**src/rtl/bids22_round_logger.sv**
```systemverilog
// bids22_round_logger
// Watches the bids22 auction core outputs and detects each completed round
// (a rising edge of roundOver). Each round's record {round_id, winner, price}
// is pushed into a DEPTH-entry FIFO. A host drains the FIFO with rd_en and sees
// the popped record one cycle later, qualified by rd_valid.
//
// Optional feature macro: BIDS22_LOG_STATS_EN
//   defined   -> per-bidder saturating win counters X_wins/Y_wins/Z_wins
//   undefined -> counters are not built and read as constant 0
//
// clr is a synchronous clear of all logger state. It wins over capture and pop.
// The roundOver history keeps tracking through clr, so a level that stays high
// across a clear is not seen again as a new round.
module bids22_round_logger #(
  parameter int DEPTH = 8
) (
  input  logic                     clk,
  input  logic                     reset_n,
  input  logic                     roundOver,
  input  logic                     X_win,
  input  logic                     Y_win,
  input  logic                     Z_win,
  input  logic [31:0]              maxBid,
  input  logic                     rd_en,
  input  logic                     clr,
  output logic                     rd_valid,
  output logic [7:0]               rd_round,
  output logic [1:0]               rd_winner,
  output logic [31:0]              rd_price,
  output logic [$clog2(DEPTH):0]   count,
  output logic                     empty,
  output logic                     full,
  output logic                     overflow,
  output logic                     multi_win,
  output logic [15:0]              X_wins,
  output logic [15:0]              Y_wins,
  output logic [15:0]              Z_wins
);

  localparam int AW = $clog2(DEPTH);
  localparam int CW = AW + 1;
  localparam int RW = 8 + 2 + 32;
  localparam logic [CW-1:0] DEPTH_C = CW'(DEPTH);
  localparam logic [CW-1:0] CNT_ONE = CW'(1);
  localparam logic [AW-1:0] PTR_ONE = AW'(1);

  // Winner code with fixed priority X > Y > Z; 00 means nobody won.
  function automatic logic [1:0] encode_winner(input logic x, input logic y, input logic z);
    logic [1:0] code;
    if (x) begin
      code = 2'b01;
    end else if (y) begin
      code = 2'b10;
    end else if (z) begin
      code = 2'b11;
    end else begin
      code = 2'b00;
    end
    return code;
  endfunction

  // True when at least two of the three win flags are high.
  function automatic logic two_or_more(input logic x, input logic y, input logic z);
    return (x & y) | (x & z) | (y & z);
  endfunction

  // Counter increment that holds at all-ones instead of wrapping.
  function automatic logic [15:0] sat_inc(input logic [15:0] value);
    logic [15:0] result;
    if (value == 16'hFFFF) begin
      result = value;
    end else begin
      result = value + 16'd1;
    end
    return result;
  endfunction

  logic             ro_prev_r;
  logic [7:0]       round_id_r;
  logic [AW-1:0]    wr_ptr_r;
  logic [AW-1:0]    rd_ptr_r;
  logic [CW-1:0]    count_r;
  logic [RW-1:0]    mem_r [DEPTH];

  logic             detect_s;
  logic             capture_s;
  logic [1:0]       winner_s;
  logic             multi_s;
  logic             pop_s;
  logic             push_s;
  logic             drop_s;
  logic [CW-1:0]    count_next_s;

  // Round detect and record fields, derived from the current core outputs.
  always_comb begin
    detect_s  = roundOver & ~ro_prev_r;
    capture_s = 1'b0;
    winner_s  = encode_winner(X_win, Y_win, Z_win);
    multi_s   = two_or_more(X_win, Y_win, Z_win);
    if (clr) begin
      capture_s = 1'b0;
    end else begin
      capture_s = detect_s;
    end
  end

  // Push/pop/drop decisions; a pop on a full FIFO frees the slot for the push.
  always_comb begin
    pop_s  = 1'b0;
    push_s = 1'b0;
    drop_s = 1'b0;
    if (clr) begin
      pop_s  = 1'b0;
      push_s = 1'b0;
      drop_s = 1'b0;
    end else begin
      pop_s = rd_en & (count_r != {CW{1'b0}});
      if (capture_s) begin
        if ((count_r != DEPTH_C) || pop_s) begin
          push_s = 1'b1;
        end else begin
          drop_s = 1'b1;
        end
      end else begin
        push_s = 1'b0;
        drop_s = 1'b0;
      end
    end
  end

  // Next occupancy from the push/pop pair.
  always_comb begin
    count_next_s = count_r;
    case ({push_s, pop_s})
      2'b10:   count_next_s = count_r + CNT_ONE;
      2'b01:   count_next_s = count_r - CNT_ONE;
      default: count_next_s = count_r;
    endcase
  end

  // roundOver history; keeps tracking through clr so a held level is not re-detected.
  always_ff @(posedge clk or negedge reset_n) begin
    if (!reset_n) begin
      ro_prev_r <= 1'b0;
    end else begin
      ro_prev_r <= roundOver;
    end
  end

  // Round numbering: every detect consumes a number, dropped or not.
  always_ff @(posedge clk or negedge reset_n) begin
    if (!reset_n) begin
      round_id_r <= 8'd0;
    end else if (clr) begin
      round_id_r <= 8'd0;
    end else if (capture_s) begin
      round_id_r <= round_id_r + 8'd1;
    end
  end

  // FIFO pointers, occupancy and the registered empty/full view of it.
  always_ff @(posedge clk or negedge reset_n) begin
    if (!reset_n) begin
      wr_ptr_r <= {AW{1'b0}};
      rd_ptr_r <= {AW{1'b0}};
      count_r  <= {CW{1'b0}};
      empty    <= 1'b1;
      full     <= 1'b0;
    end else if (clr) begin
      wr_ptr_r <= {AW{1'b0}};
      rd_ptr_r <= {AW{1'b0}};
      count_r  <= {CW{1'b0}};
      empty    <= 1'b1;
      full     <= 1'b0;
    end else begin
      if (push_s) begin
        wr_ptr_r <= wr_ptr_r + PTR_ONE;
      end
      if (pop_s) begin
        rd_ptr_r <= rd_ptr_r + PTR_ONE;
      end
      count_r <= count_next_s;
      empty   <= (count_next_s == {CW{1'b0}});
      full    <= (count_next_s == DEPTH_C);
    end
  end

  assign count = count_r;

  // Record storage; contents are don't-care until written, so no reset.
  always_ff @(posedge clk) begin
    if (push_s) begin
      mem_r[wr_ptr_r] <= {round_id_r, winner_s, maxBid};
    end
  end

  // Pop side: oldest record into the output registers with a one-cycle valid.
  always_ff @(posedge clk or negedge reset_n) begin
    if (!reset_n) begin
      rd_valid  <= 1'b0;
      rd_round  <= 8'd0;
      rd_winner <= 2'b00;
      rd_price  <= 32'd0;
    end else if (clr) begin
      rd_valid  <= 1'b0;
    end else begin
      rd_valid <= pop_s;
      if (pop_s) begin
        rd_round  <= mem_r[rd_ptr_r][RW-1 -: 8];
        rd_winner <= mem_r[rd_ptr_r][33:32];
        rd_price  <= mem_r[rd_ptr_r][31:0];
      end
    end
  end

  // Sticky error flags: dropped record and ambiguous winner.
  always_ff @(posedge clk or negedge reset_n) begin
    if (!reset_n) begin
      overflow  <= 1'b0;
      multi_win <= 1'b0;
    end else if (clr) begin
      overflow  <= 1'b0;
      multi_win <= 1'b0;
    end else begin
      if (drop_s) begin
        overflow <= 1'b1;
      end
      if (capture_s && multi_s) begin
        multi_win <= 1'b1;
      end
    end
  end

`ifdef BIDS22_LOG_STATS_EN
  // Per-bidder win statistics, counted on every detect including dropped ones.
  always_ff @(posedge clk or negedge reset_n) begin
    if (!reset_n) begin
      X_wins <= 16'd0;
      Y_wins <= 16'd0;
      Z_wins <= 16'd0;
    end else if (clr) begin
      X_wins <= 16'd0;
      Y_wins <= 16'd0;
      Z_wins <= 16'd0;
    end else if (capture_s) begin
      case (winner_s)
        2'b01:   X_wins <= sat_inc(X_wins);
        2'b10:   Y_wins <= sat_inc(Y_wins);
        2'b11:   Z_wins <= sat_inc(Z_wins);
        default: X_wins <= X_wins;
      endcase
    end
  end
`else
  assign X_wins = 16'd0;
  assign Y_wins = 16'd0;
  assign Z_wins = 16'd0;
`endif

endmodule

```
**config.mk**
```make
export PLATFORM = sky130hd
export DESIGN_NAME = bids22_round_logger
export DESIGN_NICKNAME = d
export VERILOG_FILES = /design/src/rtl/bids22_round_logger.sv
export SDC_FILE = /design/constraint.sdc
export NUM_CORES = 1
export LEC_CHECK = 0
export ABC_AREA = 1
export ABC_CLOCK_PERIOD_IN_PS = 3050
export CAP_MARGIN = 40
export CORE_ASPECT_RATIO = 1.2
export CORE_UTILIZATION = 50
export CTS_BUF_LIST = sky130_fd_sc_hd__clkbuf_16
export DETAILED_ROUTE_END_ITERATION = 7
export PLACE_DENSITY = 0.73
export RECOVER_POWER = 25
export SLEW_MARGIN = 20
export SYNTH_ARGS = -nofsm -noshare
export SYNTH_HDL_FRONTEND = slang
export SYNTH_SLANG_ARGS = --single-unit
```
**constraint.sdc**
```tcl
create_clock -name clk -period 3.05 [get_ports clk]
set_input_delay 0.61 -clock clk [delete_from_list [all_inputs] [get_ports clk]]
set_output_delay 0.61 -clock clk [all_outputs]
set_load 0.05 [all_outputs]
```
* Yosys cells after proc, flatten, opt, wreduce, memory -nomap -nowiden *
Memory sizes are Yosys's and may differ from the RTL's. A register that Yosys moved wholly into a read port is not among the register bits.
Index checks and enable logic that the tools add are counted.

cells by class
  bitwise logic cells = 9
  $add $sub $neg = 5
  equality and inequality tests = 4
  reduce and logical (&&, ||, !) cells = 11
  multiplexer cells = 28

operators with widths
  cell                   number
  $mux W1                17
  $mux W8                2
  $mux W3                4
  $reduce_bool A2 Y1     5
  $add A8 B1 Y8 const B  1
  $pmux W4 S2            1
  $add A3 B1 Y3 const B  2
  $mux W2                3
  $and A1 B1 Y1          5
  $add A4 B1 Y4 const B  1
  $eq A4 B4 Y1 const B   1
  $logic_not A4 Y1       1
  $mux W4                1
  $ne A4 B4 Y1 const B   1
  $reduce_bool A4 Y1     1
  $sub A4 B1 Y4 const B  1
  $eq A2 B1 Y1 const B   1
  $eq A2 B2 Y1 const B   1
  $not A1 Y1             2
  $or A1 B1 Y1           2
  $reduce_and A2 Y1      1
  $logic_and A1 B1 Y1    1
  $logic_not A1 Y1       1
  $logic_or A1 B1 Y1     1

storage, ports and cells
  memories kept = 1
  register bits after elaboration = 24
  output and inout port bits = 99
  RAM bits = 336
  logic and storage cells = 68
  input bits = 40

memories
  name   words  bits a word  read ports  clocked after Yosys merged registers in  write ports  line  RTL
  mem_r  8      42           1           1                                        1            83    logic [RW-1:0] mem_r [DEPTH];

* Longest topological paths before layout *
Gate-level depths: netlist (run 1).

  word-level depth = 10
  mapped depth = 17

* Worst setup path before layout (run 1) *
Ideal clock, no wire load.

  path type = input to register
  from = input clr
  to = memory mem_r[0][0] in the netlist's numbering (enable)
  setup slack = -0.471 ns
  path buffers = 1
  stages on the path = 6
  arrival time = 3.080 ns
  cell sequence = buf_2 > nor2_1 > nand2_1 > inv_1 > nand2_1 > nor2_1

on the way
  cells in the longest elaborated chain, start to end = 5

RTL lines
  item                             line  RTL
  from (decl)                      25    input logic clr,
  $mux W1                          100   if (clr) begin
  $mux W1                          118   if (capture_s) begin
  $mux W1 *                        112   if (clr) begin
  $mux W1 *                        192   if (push_s) begin
  $mux W1 (implied by the code) *  193   mem_r[wr_ptr_r] <= {round_id_r, winner_s, maxBid};
  to (decl)                        83

Mark *: on every way between the ends. The rest lies on a longest branch, timed or not.

* Worst setup path after layout (run 1) *
  from = input roundOver
  to = register empty

on the way
  cells in the longest elaborated chain, start to end = 8

RTL lines
  item                                                 line  RTL
  from (decl)                                          19    input logic roundOver,
  $and A1 B1 Y1 *                                      96    detect_s = roundOver & ~ro_prev_r;
  $mux W1 *                                            100
  $mux W1 *                                            118
  $mux W1 *                                            112
  $eq A2 B1 Y1 / $eq A2 B2 Y1 (equally long branches)  134   case ({push_s, pop_s})
  $pmux W4 S2 *                                        134
  $logic_not A4 Y1 *                                   183   empty <= (count_next_s == {CW{1'b0}});
  $mux W1 *                                            169   end else if (clr) begin
  to (signal assigned)                                 183
  to (decl)                                            31    output logic empty,

Marks and branches as above.
A chain may end at the register's enable or synchronous reset.

==> impl_metrics.xml, run 1 <==
<?xml version="1.0" encoding="UTF-8"?>
<metrics>
  <group name="grt">
    <metric name="global_route.usage.met1" unit="%">28.1</metric>
    <metric name="first_global_vias" unit="">10077</metric>
    <metric name="grt_start_max_net_pins" unit="">170</metric>
    <metric name="wire_length_of_the_first_global_routing_pass" unit="um">54200</metric>
    <metric name="overflow" unit="">0</metric>
    <metric name="initial_antenna_violation_count" unit="">0</metric>
    <metric name="groute.usage.overall" unit="%">21.5</metric>
    <metric name="met3_usage" unit="%">2.89</metric>
    <metric name="global_route.usage.met2" unit="%">37.3</metric>
    <metric name="grt_most_used_layer" unit="">met2</metric>
  </group>
  <group name="synthesis">
    <metric name="yosysWarningCount" unit="">0</metric>
    <metric name="synth.yosys.seq_area_share" unit="%">73.2</metric>
    <metric name="ys_types" unit="">30</metric>
    <metric name="post_synth.cell_area_avg" unit="um^2">12.7</metric>
    <metric name="synth.ff_latch_count" unit="">402</metric>
    <metric name="syn-cell-area" unit="mm^2">0.0160</metric>
    <metric name="netlist_instances" unit="">1265</metric>
  </group>
  <group name="sta">
    <metric name="setup_tns" unit="ns">0</metric>
    <metric name="final.min_clock_period" unit="ns">2.46</metric>
    <metric name="fmaxAchievable" unit="GHz">0.406</metric>
    <metric name="max-slew-margin-rel" unit="%">-9.50</metric>
    <metric name="tcrit_tclk_final" unit="%">80.7</metric>
    <metric name="tightestPinTransition" unit="ns">1.64</metric>
    <metric name="clock-skew-final" unit="ns">0.0128</metric>
    <metric name="setup_violations" unit="">0</metric>
    <metric name="final_max_slew_viol_count" unit="">26</metric>
    <metric name="final-hold-violation-count" unit="">0</metric>
    <metric name="rsz_0062_raised_after_global_routing" unit="">no</metric>
    <metric name="hold_ws" unit="ns">0.482</metric>
  </group>
  <group name="cts">
    <metric name="h-tree-depth" unit="">2</metric>
    <metric name="clk_root_buffer_cell" unit="">clkbuf_16</metric>
    <metric name="clkSinkCount" unit="">402</metric>
    <metric name="clock_slew_at_reported_path_ffs" unit="ns">0.06</metric>
    <metric name="cts_tree" unit="">done</metric>
    <metric name="clk_latency" unit="ns">0.53</metric>
    <metric name="cts_post_setup_buffers_inserted" unit="">0</metric>
    <metric name="cts.repair.resized" unit="">0</metric>
    <metric name="ctsHoldBuffers" unit="">0</metric>
    <metric name="cts_made_buffers" unit="">40</metric>
    <metric name="ctsLongestPathBuffers" unit="">3</metric>
  </group>
  <group name="floorplan">
    <metric name="die_area" unit="mm^2">0.0328</metric>
    <metric name="initial_standard_cell_utilization_of_the_core" unit="%">51.0</metric>
    <metric name="die_w" unit="um">165</metric>
    <metric name="die_h" unit="um">198</metric>
    <metric name="boundaryPins" unit="">139</metric>
    <metric name="floorplan.rows" unit="">71</metric>
    <metric name="core" unit="mm^2">0.0314</metric>
  </group>
  <group name="finish">
    <metric name="design.final.nets" unit="">1402</metric>
    <metric name="final_cell_mix" unit="">edfxtp_1 (336), nor2_1 (239), o21ai_0 (152)</metric>
    <metric name="layout-area-overhead-vs-synth" unit="%">16.8</metric>
    <metric name="n_antenna_cell" unit="">0</metric>
    <metric name="stdcell_count" unit="">1788</metric>
    <metric name="final_layout_size_suffix_gt1_share" unit="%">7.71</metric>
    <metric name="post_route_core_utilization" unit="%">59.5</metric>
    <metric name="layout.cells.most_common" unit="">edfxtp_1</metric>
  </group>
  <group name="setup_path">
    <metric name="timing.critical_path.arrival" unit="ns">2.92</metric>
    <metric name="crit_buf_inv" unit="">3</metric>
    <metric name="crit_fanout" unit="">4</metric>
    <metric name="critical_path_sink_type" unit="">flip-flop</metric>
    <metric name="path_cells" unit="">dlygate4sd3_1 -&gt; nand2_1 -&gt; nor2_1 -&gt; nand2_1 -&gt; ha_1 -&gt; nor2_1 -&gt; nor2_1 -&gt; ha_1 -&gt; inv_1 -&gt; o21ai_0 -&gt; nor2_1 -&gt; nand3_1 -&gt; nand2_1 -&gt; nand2_1 -&gt; inv_1</metric>
    <metric name="critical-path-max-stage-delay" unit="ns">0.57</metric>
    <metric name="worst_setup_path_start_kind" unit="">input pin</metric>
    <metric name="timing_worst_setup_path_type" unit="">input pin to flip-flop</metric>
    <metric name="critical_path.top_delay_family" unit="">simple AND/OR/NAND/NOR gates</metric>
    <metric name="required" unit="ns">3.50</metric>
    <metric name="slowest_cell_on_the_critical_path" unit="">dlygate4sd3_1</metric>
  </group>
  <group name="route">
    <metric name="detailedRoute.firstIterationViolations" unit="">1021</metric>
    <metric name="final_antenna_net_count" unit="">0</metric>
    <metric name="wl_per_cell" unit="um">19.0</metric>
    <metric name="drt_wl_total" unit="um">34000</metric>
    <metric name="dr.pass1.iters" unit="">7</metric>
    <metric name="route.detailed.drc" unit="">36</metric>
    <metric name="vias_per_cell" unit="">5.61</metric>
    <metric name="vias" unit="">10022</metric>
  </group>
  <group name="power">
    <metric name="pwr_density_cell" unit="mW/mm^2">755</metric>
    <metric name="report.power.total" unit="mW">14.1</metric>
    <metric name="power_leakage" unit="nW">6.70</metric>
    <metric name="max_rail_drop_vdd" unit="V">0.000395</metric>
  </group>
  <group name="place">
    <metric name="post-dp-hpwl" unit="um">19500</metric>
    <metric name="routabilityCongestion" unit="">0.779</metric>
    <metric name="port_buffers" unit="">90</metric>
    <metric name="placedCellCount" unit="">1714</metric>
  </group>
  <group name="flow_run">
    <metric name="max-cap-violations" unit="">1</metric>
  </group>
  <group name="run_status">
    <metric name="failed_checks" unit="">DRC, capacitance limit, slew limit</metric>
    <metric name="result_of_the_run" unit="">finished, violations left</metric>
  </group>
  <group name="worst_hold_path">
    <metric name="worst_hold_path_type" unit="">flip-flop to flip-flop</metric>
  </group>
</metrics>
-- synthesized netlist by cell type --
cell | count | area (um^2)
o31ai_1 | 1 | 7.51
buf_6 | 6 | 67.6
o21ai_0 | 152 | 761
o221ai_1 | 30 | 263
nand3_1 | 53 | 265
dfstp_2 | 1 | 26.3
edfxtp_1 | 336 | 10100
o21ai_1 | 28 | 140
o21bai_1 | 1 | 7.51
nor2_4 | 1 | 11.3
xnor2_1 | 3 | 26.3
buf_4 | 56 | 420
ha_1 | 6 | 75.1
xor2_1 | 1 | 8.76
nand2b_1 | 1 | 6.26
o2bb2ai_1 | 1 | 8.76
dfrtp_1 | 65 | 1630
o22ai_1 | 2 | 12.5
conb_1 | 1 | 3.75
clkbuf_1 | 31 | 116
o211ai_1 | 54 | 405
nand2_1 | 119 | 447
a21oi_1 | 8 | 40.0
nor2_1 | 247 | 927
clkinv_1 | 2 | 7.51
inv_4 | 1 | 6.26
inv_2 | 2 | 7.51
inv_1 | 25 | 93.8
buf_2 | 27 | 135
nor3_1 | 4 | 20.0
-- through the flow --
step / area, um^2 / setup slack [ns]
floorplan: 16200 / -0.471
global placement: 17400 / 0.290
detailed placement: 17400 / 0.191
CTS: 18700 / 0.580
global route: 18700 / 0.335
finish: 18700 / 0.589
-- cell type report --
class | count | area [um^2]
tap | 401 | 502
timing repair buffer | 122 | 1390
clock buffer | 40 | 1000
multi-input combinational | 760 | 3670
fill | 2407 | 12700
inverter | 30 | 115
clock inverter | 33 | 298
sequential | 402 | 11800
-- final timing paths --
kind,start,endpoint,slack (ns),cells past startpoint
min in group asynchronous,reset_n,rd_price[2]$_DFFE_PN0P_,0.50,1
max in group asynchronous,reset_n,rd_price[19]$_DFFE_PN0P_,1.58,1
max reg2reg,count[0]$_DFF_PN0_,empty$_DFF_PN1_,0.72,15
min,rd_price[14]$_DFFE_PN0P_,rd_price[14]$_DFFE_PN0P_,0.48,2
max,roundOver,empty$_DFF_PN1_,0.59,15
min reg2reg,rd_price[14]$_DFFE_PN0P_,rd_price[14]$_DFFE_PN0P_,0.48,2
-- worst register-to-register path, cell delays in order, from the launching register on --
cell	delay [ns]
dfrtp_1	0.44
nor2_1	0.17
nand3_1	0.11
nand2_1	0.16
nor2_4	0.06
ha_1	0.22
nor2_1	0.11
nor2_1	0.08
ha_1	0.27
inv_1	0.03
o21ai_0	0.24
nor2_1	0.08
nand3_1	0.10
nand2_1	0.05
nand2_1	0.08
inv_1	0.04
-- cells by family after synthesis --
group                      synth area share [%]
other                                    0.0234
and+or+nand+nor                            10.5
AOI/OAI and AO/OA                          10.3
buffers and inverters                      5.33
DFF                                        73.2
xor gates and xnor gates                  0.219
adders and majority gates                 0.468
-- layer usage --
layer  up-vias  share of wire [%]
met4         0                2.0
li1       4645                  -
met5         -                  0
met1      4969                 42
met2       353                 51
met3        55                5.7
-- flip-flops by register name, summed over array words and instances, names as in the netlist --
signal	flops
rd_ptr_r	3
round_id_r	8
empty	1
rd_price	32
count	4
rd_winner	2
rd_valid	1
mem_r	336
full	1
multi_win	1
wr_ptr_r	3
ro_prev_r	1
overflow	1
rd_round	8
-- power by group --
group	internal (mW)	leakage, nW	switching [mW]
clock network	2.83	0.670	2.01
registers	6.27	3.93	0.169
logic	0.858	2.10	2.01
total	9.95	6.70	4.19
(Power assumes the default switching activity.)
==> inputs of run 2 (changes only) <==
Settings changed: ABC_CLOCK_PERIOD_IN_PS 3050 to 2210.
Clock period 3.05 ns to 2.21 ns, I/O delays scaled along.
==> run 2 against run 1 <==
The run ends with DRC left. Final cell count up 1.1%. Worst setup slack lost 0.52 ns. Register-to-register slack worse by 0.58 ns. Power grew 37%. Design area is 1.2% higher. Clock power increased by 32%. Critical endpoint is now rd_round[0]. Largest cell class unchanged. Global-route usage is 0.19 points higher. Sequential power grew 39%. Clock-buffer cell count up 2. Largest power group unchanged. Via count is 0.92% higher.
==> impl_metrics.xml, run 2 (synthesis results as in run 1) <==
<?xml version="1.0" encoding="UTF-8"?>
<metrics>
  <group name="run_status">
    <metric name="result_of_the_run" unit="">finished, violations left</metric>
    <metric name="failed_checks" unit="">DRC</metric>
  </group>
  <group name="route">
    <metric name="final_antenna_net_count" unit="">0</metric>
    <metric name="wl_per_cell" unit="um">18.9</metric>
    <metric name="route.detailed.drc" unit="">36</metric>
    <metric name="dr.pass1.iters" unit="">8</metric>
    <metric name="vias_per_cell" unit="">5.59</metric>
    <metric name="drt_wl_total" unit="um">34100</metric>
    <metric name="vias" unit="">10114</metric>
    <metric name="detailedRoute.firstIterationViolations" unit="">860</metric>
  </group>
  <group name="sta">
    <metric name="final.min_clock_period" unit="ns">2.15</metric>
    <metric name="max-slew-margin-rel" unit="%">47.5</metric>
    <metric name="final-hold-violation-count" unit="">0</metric>
    <metric name="clock-skew-final" unit="ns">0.0151</metric>
    <metric name="tcrit_tclk_final" unit="%">97.1</metric>
    <metric name="fmaxAchievable" unit="GHz">0.466</metric>
    <metric name="setup_violations" unit="">0</metric>
    <metric name="tightestPinTransition" unit="ns">0.788</metric>
    <metric name="final_max_slew_viol_count" unit="">0</metric>
    <metric name="setup_tns" unit="ns">0</metric>
  </group>
  <group name="cts">
    <metric name="cts_made_buffers" unit="">40</metric>
    <metric name="clk_latency" unit="ns">0.54</metric>
    <metric name="ctsLongestPathBuffers" unit="">3</metric>
    <metric name="cts_tree" unit="">done</metric>
    <metric name="h-tree-depth" unit="">2</metric>
    <metric name="clk_root_buffer_cell" unit="">clkbuf_16</metric>
    <metric name="clkSinkCount" unit="">402</metric>
    <metric name="cts_post_setup_buffers_inserted" unit="">0</metric>
    <metric name="clock_slew_at_reported_path_ffs" unit="ns">0.06</metric>
  </group>
  <group name="setup_path">
    <metric name="critical-path-max-stage-delay" unit="ns">0.81</metric>
    <metric name="crit_fanout" unit="">2</metric>
    <metric name="timing_worst_setup_path_type" unit="">flip-flop to primary output</metric>
    <metric name="path_cells" unit="">clkdlybuf4s50_1</metric>
    <metric name="critical_path.top_delay_family" unit="">buffers and inverters</metric>
    <metric name="critical_path_sink_type" unit="">primary output</metric>
    <metric name="crit_buf_inv" unit="">1</metric>
    <metric name="timing.critical_path.arrival" unit="ns">1.70</metric>
    <metric name="slowest_cell_on_the_critical_path" unit="">clkdlybuf4s50_1</metric>
    <metric name="worst_setup_path_start_kind" unit="">flip-flop</metric>
    <metric name="required" unit="ns">1.77</metric>
  </group>
  <group name="power">
    <metric name="max_rail_drop_vdd" unit="V">0.000696</metric>
    <metric name="report.power.total" unit="mW">19.4</metric>
    <metric name="pwr_density_cell" unit="mW/mm^2">1020</metric>
    <metric name="power_leakage" unit="nW">6.83</metric>
  </group>
  <group name="finish">
    <metric name="final_layout_size_suffix_gt1_share" unit="%">10.4</metric>
    <metric name="final_cell_mix" unit="">edfxtp_1 (336), nor2_1 (236), o21ai_0 (151)</metric>
    <metric name="n_antenna_cell" unit="">0</metric>
    <metric name="layout.cells.most_common" unit="">edfxtp_1</metric>
    <metric name="largestRegisters" unit="">mem_r (336), rd_price (32)</metric>
    <metric name="top_register" unit="">mem_r</metric>
    <metric name="layout-area-overhead-vs-synth" unit="%">18.2</metric>
    <metric name="design.final.nets" unit="">1422</metric>
    <metric name="largest_register_ffs" unit="">336</metric>
  </group>
  <group name="place">
    <metric name="post-dp-hpwl" unit="um">20000</metric>
    <metric name="port_buffers" unit="">90</metric>
    <metric name="routabilityCongestion" unit="">0.781</metric>
  </group>
  <group name="floorplan">
    <metric name="die_h" unit="um">198</metric>
    <metric name="boundaryPins" unit="">139</metric>
    <metric name="die_area" unit="mm^2">0.0328</metric>
    <metric name="die_w" unit="um">165</metric>
    <metric name="core" unit="mm^2">0.0314</metric>
    <metric name="floorplan.rows" unit="">71</metric>
    <metric name="initial_standard_cell_utilization_of_the_core" unit="%">51.0</metric>
  </group>
  <group name="grt">
    <metric name="overflow" unit="">0</metric>
    <metric name="groute.usage.overall" unit="%">21.7</metric>
    <metric name="first_global_vias" unit="">10210</metric>
    <metric name="wire_length_of_the_first_global_routing_pass" unit="um">54200</metric>
    <metric name="grt_start_max_net_pins" unit="">139</metric>
    <metric name="initial_antenna_violation_count" unit="">0</metric>
  </group>
  <group name="flow_run">
    <metric name="max-cap-violations" unit="">0</metric>
  </group>
  <group name="worst_hold_path">
    <metric name="worst_hold_path_type" unit="">flip-flop to flip-flop</metric>
  </group>
</metrics>
-- run 2: final cells by class --
cell class	instances	area, um^2
Fill cell	2408	12500
Sequential cell	402	11800
Multi-Input combinational cell	760	3720
Timing Repair Buffer	142	1600
Clock buffer	42	1050
Tap cell	401	502
Clock inverter	31	204
Inverter	30	115
-- run 2: path summary, 6_finish.rpt --
kind,end,slack (ns),startpoint,cells after the start
setup reg to reg,empty$_DFF_PN1_,0.14,count[1]$_DFF_PN0_,15
setup / recovery,rd_round[0],0.06,rd_round[0]$_DFFE_PN0P_,1
max in group asynchronous,rd_price[21]$_DFFE_PN0P_,0.92,reset_n,3
hold / removal,rd_price[14]$_DFFE_PN0P_,0.48,rd_price[14]$_DFFE_PN0P_,2
min in group asynchronous,full$_DFF_PN0_,0.52,reset_n,2
hold reg to reg,rd_price[14]$_DFFE_PN0P_,0.48,rd_price[14]$_DFFE_PN0P_,2
-- run 2: metal layers --
metal / vias to the layer above / routed length [um] / track usage, % / share of wire, %
li1: 4688 / - / - / -
met1: 4924 / 13600 / 28.5 / 40
met2: 433 / 17100 / 36.2 / 50
met3: 69 / 2400 / 3.04 / 7.0
met4: 0 / 1010 / 8.48 / 3.0
met5: - / 0 / 0 / 0
-- run 2: through the flow --
| step | instances | area, um^2 | util, % | hold slack, ns | worst slack (ns) |
|---|---|---|---|---|---|
| after CTS | 1808 | 18900 | 60.2 | 0.377 | 0.0415 |
| after global routing | 1808 | 18900 | 60.3 | 0.497 | -0.0351 |
| after global placement | 1734 | 17700 | 56.2 | 0.394 | -0.308 |
| final | 1808 | 18900 | 60.3 | 0.478 | 0.0649 |
| after floorplan | 1312 | 16300 | - | 0.146 | -0.0273 |
| after detailed placement | 1734 | 17700 | 56.2 | 0.402 | -0.349 |
-- run 2: repair_timing --
| item | 4_1_cts | 5_1_grt |
|---|---|---|
| hold buffers | 1 | 0 |
| endpoints found under the hold margin | 24 | 0 |
| gates resized for setup | 7 | 4 |
| endpoints found under the setup margin | 7 | 2 |
-- run 2: report_power, final --
part | internal [mW] | leakage, nW | switching (mW)
clock network | 3.68 | 0.652 | 2.73
registers | 8.67 | 3.92 | 0.258
logic | 1.22 | 2.25 | 2.86
total | 13.6 | 6.83 | 5.85
